--- src/rtl/hazard_ctrl_unit_pkg.sv ---
// Shared encodings for the hazard/stall sequencer: FSM states and the
// polarity of the ID-stage control-mux select.
package hazard_ctrl_unit_pkg;

   typedef enum logic {
      ST_RUN    = 1'b0,
      ST_FREEZE = 1'b1
   } state_e;

   localparam logic CTRL_PASS   = 1'b1;
   localparam logic CTRL_BUBBLE = 1'b0;

endpackage

--- src/rtl/sat_counter.sv ---
// Saturating up-counter used for the stall/flush performance counters.
// Holds at all-ones instead of wrapping.
module sat_counter #(
   parameter int W = 16
) (
   input  logic         clk,
   input  logic         rst,
   input  logic         inc,
   output logic [W-1:0] count
);

   logic [W-1:0] count_q, count_d;

   always_comb begin
      count_d = count_q;
      if (inc && (count_q != {W{1'b1}}))
         count_d = count_q + W'(1);
   end

   always_ff @(posedge clk) begin
      if (rst)
         count_q <= '0;
      else
         count_q <= count_d;
   end

   assign count = count_q;

endmodule

--- src/rtl/hazard_ctrl_unit.sv ---
// Pipeline hazard and stall sequencer for the 5-stage RV32 core: load-use
// bubbles, EX-resolved redirect flushes and data-memory freezes.
//
// state     | meaning
// ----------+---------------------------------------------------------
// ST_RUN    | pipeline flowing; load-use / redirect handled per cycle
// ST_FREEZE | waiting on data memory; whole pipeline held until ready
module hazard_ctrl_unit
   import hazard_ctrl_unit_pkg::*;
#(
   parameter int CNT_W       = 16,
   parameter int MEM_TIMEOUT = 255,
   parameter int TO_W        = 8
) (
   input  logic             clk,
   input  logic             rst,
   input  logic [4:0]       ID_rs1,
   input  logic [4:0]       ID_rs2,
   input  logic             ID_use_rs1,
   input  logic             ID_use_rs2,
   input  logic             EX_MemRead,
   input  logic [4:0]       EX_rd,
   input  logic             EX_redirect,
   input  logic             dmem_req,
   input  logic             dmem_ready,
   output logic             PC_Write,
   output logic             IF_ID_Write,
   output logic             IF_ID_Flush,
   output logic             Ctrl_0_Sig,
   output logic             pipe_freeze,
   output logic             err_timeout,
   output logic [CNT_W-1:0] stall_cnt,
   output logic [CNT_W-1:0] flush_cnt
);

   state_e          state_q, state_d;
   logic [TO_W-1:0] to_q, to_d;
   logic            err_q, err_d;
   logic            load_use, mem_busy, hold;
   logic            stall_inc, flush_inc;

   assign load_use = EX_MemRead && (EX_rd != 5'd0) &&
                     ((ID_use_rs1 && (ID_rs1 == EX_rd)) ||
                      (ID_use_rs2 && (ID_rs2 == EX_rd)));
   assign mem_busy = dmem_req && !dmem_ready;

   // In FREEZE only dmem_ready releases; in RUN an outstanding miss holds.
   assign hold = (state_q == ST_FREEZE) ? !dmem_ready : mem_busy;

   always_comb begin
      state_d     = state_q;
      to_d        = to_q;
      err_d       = err_q;
      PC_Write    = 1'b1;
      IF_ID_Write = 1'b1;
      IF_ID_Flush = 1'b0;
      Ctrl_0_Sig  = CTRL_PASS;
      pipe_freeze = 1'b0;
      stall_inc   = 1'b0;
      flush_inc   = 1'b0;

      case (state_q)
         ST_RUN: if (mem_busy) state_d = ST_FREEZE;
         ST_FREEZE: begin
            if (dmem_ready) begin
               state_d = ST_RUN;
               to_d    = '0;
            end else begin
               if (to_q != TO_W'(MEM_TIMEOUT)) to_d = to_q + TO_W'(1);
               if (to_q == TO_W'(MEM_TIMEOUT - 1)) err_d = 1'b1;
            end
         end
         default: state_d = ST_RUN;
      endcase

      if (hold) begin
         PC_Write    = 1'b0;
         IF_ID_Write = 1'b0;
         pipe_freeze = 1'b1;
      end else if (EX_redirect) begin
         IF_ID_Flush = 1'b1;
         Ctrl_0_Sig  = CTRL_BUBBLE;
         flush_inc   = 1'b1;
      end else if (load_use) begin
         PC_Write    = 1'b0;
         IF_ID_Write = 1'b0;
         Ctrl_0_Sig  = CTRL_BUBBLE;
         stall_inc   = 1'b1;
      end

      if (rst) begin
         PC_Write    = 1'b0;
         IF_ID_Write = 1'b0;
         IF_ID_Flush = 1'b1;
         Ctrl_0_Sig  = CTRL_BUBBLE;
         pipe_freeze = 1'b0;
         stall_inc   = 1'b0;
         flush_inc   = 1'b0;
      end
   end

   always_ff @(posedge clk) begin
      if (rst) begin
         state_q <= ST_RUN;
         to_q    <= '0;
         err_q   <= 1'b0;
      end else begin
         state_q <= state_d;
         to_q    <= to_d;
         err_q   <= err_d;
      end
   end

   assign err_timeout = err_q;

   sat_counter #(.W(CNT_W)) u_stall_cnt (
      .clk   (clk),
      .rst   (rst),
      .inc   (stall_inc),
      .count (stall_cnt)
   );

   sat_counter #(.W(CNT_W)) u_flush_cnt (
      .clk   (clk),
      .rst   (rst),
      .inc   (flush_inc),
      .count (flush_cnt)
   );

endmodule

--- config.mk ---
export PLATFORM = sky130hd
export DESIGN_NAME = hazard_ctrl_unit
export DESIGN_NICKNAME = d
export VERILOG_FILES = /design/src/rtl/hazard_ctrl_unit_pkg.sv /design/src/rtl/sat_counter.sv /design/src/rtl/hazard_ctrl_unit.sv
export SDC_FILE = /design/constraint.sdc
export NUM_CORES = 1
export LEC_CHECK = 0
export CAP_MARGIN = 10
export CORE_MARGIN = 5
export CORE_UTILIZATION = 45
export DETAILED_ROUTE_END_ITERATION = 7
export DONT_BUFFER_PORTS = 1
export GPL_TIMING_DRIVEN = 0
export SLEW_MARGIN = 20
export SYNTH_ARGS = -nofsm -noshare
export SYNTH_HDL_FRONTEND = slang
export SYNTH_HIERARCHICAL = 1
export SYNTH_SLANG_ARGS = --single-unit
--- constraint.sdc ---
create_clock -name clk -period 2.5 [get_ports clk]
set_clock_uncertainty 0.15 [all_clocks]
set_input_delay 0.375 -clock clk [delete_from_list [all_inputs] [get_ports clk]]
set_output_delay 0.375 -clock clk [all_outputs]
set_load 0.005 [all_outputs]
== Yosys cells after proc, flatten, opt, wreduce, memory -nomap -nowiden ==
Cells that the tools add are included.

* Logic and storage cells: 52
* Register bits: 42
* Output and inout port bits: 38
* Bits of input ports: 23

* $add $sub $neg: 3
* Reduce and logical (&&, ||, !) cells: 13
* Bitwise logic cells: 2
* Multiplexer cells: 23
* Equal/unequal tests: 6

{| class="wikitable"
|+ Operators with widths
! operator !! count
|-
| $add 16x1->16 const B || 2
|-
| $ne 16x16->1 const B || 2
|-
| $mux 1 || 20
|-
| $mux 8 || 2
|-
| $eq 5x5->1 || 2
|-
| $add 8x1->8 const B || 1
|-
| $eq 8x8->1 const B || 1
|-
| $ne 8x8->1 const B || 1
|-
| $logic_and 1x1->1 || 7
|-
| $reduce_bool 5->1 || 1
|-
| $reduce_and 3->1 || 1
|-
| $not 1->1 || 2
|-
| $pmux 1 s2 || 1
|-
| $reduce_and 2->1 || 1
|-
| $reduce_bool 2->1 || 1
|-
| $logic_not 1->1 || 1
|-
| $logic_or 1x1->1 || 1
|}

== Depth between registers and ports, before layout ==
* Word-level depth: 9
* Depth in mapped cells: 8
* Depth with buffers taken out: 8

== Hierarchy ==
Netlist, hierarchy kept.

{| class="wikitable"
|+ Modules (own cells, without submodules)
! module !! cells an instance !! area an instance (µm²) !! times used !! sequential area each (µm²)
|-
| sat_counter || 99 || 848.3 || 2 || 320.3
|-
| hazard_ctrl_unit || 82 || 688.2 || 1 || 200.2
|}

== Worst setup path before layout ==
OpenSTA, ideal clock, no wires.

* Kind: input-to-reg
* From: in EX_rd[2]
* To: reg u_stall_cnt.count_q[7] (netlist: u_stall_cnt/count[7])
* Data arrival time: 1935 ps
* Stages on the path: 8
* Library setup time: 70 ps
* Setup slack: 345 ps
* Data required time: 2280 ps
* Cells stage by stage: xnor2_1 nand4_1 o22ai_1 and3b_1 nand2_1 clkbuf_1 or4_1 a21oi_1

* Cells in the longest elaborated chain, start to end: 9
* Elaborated cells on any way between the ends: 13
* Classes of those cells: eq/ne: 2; mux: 4; reduce/logical: 7

{| class="wikitable"
|+ Ends and longest elaborated chain
! what !! line !! RTL
|-
| start, declared || hazard_ctrl_unit.sv:22 || <nowiki>input logic [4:0] EX_rd,</nowiki>
|-
| $eq 5x5->1, on equally long branches || hazard_ctrl_unit.sv:43, hazard_ctrl_unit.sv:44 ||
|-
| $logic_and 1x1->1, on equally long branches || hazard_ctrl_unit.sv:43, hazard_ctrl_unit.sv:44 ||
|-
| $logic_or 1x1->1 || hazard_ctrl_unit.sv:43 || <nowiki>((ID_use_rs1 && (ID_rs1 == EX_rd)) ||</nowiki>
|-
| $logic_and 1x1->1 (*) || hazard_ctrl_unit.sv:42 || <nowiki>assign load_use = EX_MemRead && (EX_rd != 5'd0) &&</nowiki>
|-
| $mux 1 (*) || hazard_ctrl_unit.sv:84 || <nowiki>end else if (load_use) begin</nowiki>
|-
| $mux 1 (*) || hazard_ctrl_unit.sv:80 || <nowiki>end else if (EX_redirect) begin</nowiki>
|-
| $mux 1 (*) || hazard_ctrl_unit.sv:76 || <nowiki>if (hold) begin</nowiki>
|-
| $mux 1 (*) || hazard_ctrl_unit.sv:91 || <nowiki>if (rst) begin</nowiki>
|-
| named net stall_inc || hazard_ctrl_unit.sv:40 || <nowiki>logic stall_inc, flush_inc;</nowiki>
|-
| $logic_and 1x1->1 (*) || sat_counter.sv:16 || <nowiki>if (inc && (count_q != {W{1'b1}}))</nowiki>
|-
| end signal, assigned || sat_counter.sv:24 || <nowiki>count_q <= count_d;</nowiki>
|-
| end, declared || sat_counter.sv:12 || <nowiki>logic [W-1:0] count_q, count_d;</nowiki>
|}

The timed path passes the listed nets; every way through them passes the cells marked *.
A chain may end at the register's enable or synchronous reset.

== Worst setup path in the final report ==
* From: reg state_q
* To: reg u_stall_cnt.count_q[13] (netlist: u_stall_cnt/count[13])

* Cells in the longest elaborated chain, start to end: 4

{| class="wikitable"
|+ Ends and longest elaborated chain
! what !! line !! RTL
|-
| start, declared || hazard_ctrl_unit.sv:36 || <nowiki>state_e state_q, state_d;</nowiki>
|-
| start signal, assigned || hazard_ctrl_unit.sv:108 || <nowiki>state_q <= state_d;</nowiki>
|-
| $mux 1 || hazard_ctrl_unit.sv:48 || <nowiki>assign hold = (state_q == ST_FREEZE) ? !dmem_ready : mem_busy;</nowiki>
|-
| $mux 1 || hazard_ctrl_unit.sv:76 ||
|-
| $mux 1 || hazard_ctrl_unit.sv:91 ||
|-
| named net stall_inc || hazard_ctrl_unit.sv:40 ||
|-
| $logic_and 1x1->1 || sat_counter.sv:16 ||
|}

The timed path passes the listed nets, and every way through them passes these cells.

==> results.json <==
{
  "drive_gt1_frac": 0.0903,
  "start_kind": "flip-flop",
  "max_freq_ghz": 0.440,
  "dieArea_mm2": 0.00686,
  "dp_hpwl_um": 4120,
  "nets": 314,
  "finalSetupViolations": 0,
  "netlist_area_mm2": 0.00238,
  "cts_tree": "built",
  "fp.dieW_um": 82.8,
  "ir_drop_uv": 247,
  "grt_first_pass_wirelength_um": 9180,
  "cp.arrival_ns": 2.35,
  "final_common_cell": "dfxtp_1",
  "port_buffers": 0,
  "dp_cells": 350,
  "yosysUniqueCellTypes": 47,
  "final_cells": 358,
  "tightest_slew_ns": 0.663,
  "insertion_delay_ns": 0.29,
  "syn_avg_cell_area_um2": 8.52,
  "synth_seq_cells": 42,
  "grt_max_degree": 13,
  "drtPass1Iterations": 4,
  "whs_ns": 0.111,
  "row_count": 26,
  "final_antenna_net_count": 0,
  "grt_use_total": 0.173,
  "period_share": 0.909,
  "cp-end-kind": "flip-flop",
  "hp-class": "primary input to flip-flop",
  "start_util": 0.464,
  "antenna_found_initial": 0,
  "outcome": "finished clean",
  "via_per_inst": 5.95,
  "rsz0062_at_grt": "false",
  "synth-warning-count": 6,
  "crit_type": "flip-flop to flip-flop",
  "cts.reportedPaths.clkPinSlew_ns": 0.08,
  "placed_area_mm2": 0.00247,
  "overflow": 0,
  "p_leak_nw": 0.827,
  "setup_ws_ns": 0.227,
  "clockRootBuffer": "clkbuf_8",
  "synth_top_cell_area_share": 0.353,
  "area_growth_pct": 7.82,
  "syn_nets": 307,
  "min_period_ns": 2.27,
  "power_mw": 1.19,
  "pre_cts_slack_ns": 0.00284,
  "cts.htree.levels": 2,
  "place_congestion": 0.798,
  "die_h_um": 82.8,
  "first_global_vias": 1968,
  "post-route-drc-count": 0,
  "cts.sinks": 42,
  "setup_tns_ns": 0,
  "routedWlPerCell_um": 15.5,
  "slew_violations": 0,
  "drv_cap": 0,
  "cts-buffers-inserted": 5,
  "antenna_cells": 0,
  "synth_area_leader_cell": "dfxtp_1",
  "drt-total-wl_um": 5560,
  "design_area_mm2": 0.00257,
  "via_count": 2131,
  "drt_iter0_markers": 75,
  "post_cts_buffers": 0,
  "boundaryPins": 61,
  "relSlewSlack": 0.553,
  "power_density_mw_per_mm2": 462,
  "final_util": 0.500,
  "yosysSeqAreaShare": 0.353,
  "crit_required_ns": 2.57,
  "clockBufferDepth": 2,
  "synth.area.top_cells": "dfxtp_1, a21oi_1, xnor2_1, or4_1, o31ai_1",
  "layout_common_cells": "dfxtp_1, a21oi_1, nor2_1",
  "netlist_instances": 280,
  "coreArea_mm2": 0.00514,
  "crit_path_max_fanout": 10,
  "final_hold_viol_count": 0
}
==> kinds of logic after synthesis <==
kind of cell / after synthesis / share of synthesized area
adder cells (fa/ha/maj): 4 / 0.0210
multiplexers: 5 / 0.0220
AND/OR/NAND/NOR: 129 / 0.340
XOR/XNOR: 18 / 0.0661
flip-flops: 42 / 0.353
buffers and inverters: 18 / 0.0325
AO/OA/AOI/OAI: 64 / 0.166
==> path summary, 6_finish.rpt <==
check	from	end	slack, ns	cells past startpoint
worst max-delay path	state_q	u_stall_cnt/count[13]	0.23	7
worst min register to register	err_timeout	err_timeout	0.35	2
worst min-delay path	dmem_ready	to_q[0]	0.11	2
worst max register to register	state_q	u_stall_cnt/count[13]	0.23	7
==> power by group <==
group / internal, mW / switching [mW] / leakage, nW
registers: 0.671 / 0.00487 / 0.339
clock network: 0.223 / 0.232 / 0.0482
logic: 0.0259 / 0.0314 / 0.441
==> sequential cells by signal (all words and copies together), names as in the netlist <==
name and count:
u_stall_cnt/count 16, to_q 8, state_q 1, u_flush_cnt/count 16, err_timeout 1
==> cell usage after synthesis (all sizes together) <==
library cell,number
o21bai,1
mux2i,3
ha,4
o311ai,2
a21o,2
o21ai,11
a21oi,25
or3,8
o21a,2
nand2,18
nand2b,1
and3,4
nor2,25
nor2b,5
o41ai,2
nand4b,1
o22ai,1
o31ai,13
nand4,13
nor4bb,2
or4,16
and3b,1
nor4,6
xnor2,14
and4,6
nand3b,2
dfxtp,42
o211ai,3
and2,1
nand3,12
a31oi,1
buf,6
clkbuf,4
xor2,4
inv,8
o2111ai,1
nor3,8
mux2,2
==> metal layers <==
metal	up-vias	global-route usage	routed length, um
met5	-	0	0
met4	0	0.0392	27
met3	2	0.0724	448
met2	61	0.272	2540
met1	999	0.219	2550
li1	1069	-	-
==> cell type report <==
cell class / instances / area [um2]
flip-flops and latches: 42 / 841
fillers: 564 / 2570
plain buffers: 10 / 47.5
multi-input cells: 220 / 1470
well taps: 70 / 87.6
clock inverters: 1 / 5.00
clock buffers: 7 / 86.3
inverters: 8 / 30.0
==> critical path, cell delays in order (launching register included) <==
cell and delay, ns:
dfxtp_1 0.36, o21bai_2 0.25, nand2b_1 0.13, and3b_2 0.34, nand2_1 0.10, clkbuf_1 0.22
or4_1 0.50, a21oi_1 0.15
==> timing repair <==
action / 4_1_cts / 5_1_grt
hold buffers: 0 / 0
endpoints found under the setup margin: 0 / 13
gates resized for setup: 0 / 3
No activity file was read; power rests on OpenSTA's default activity.
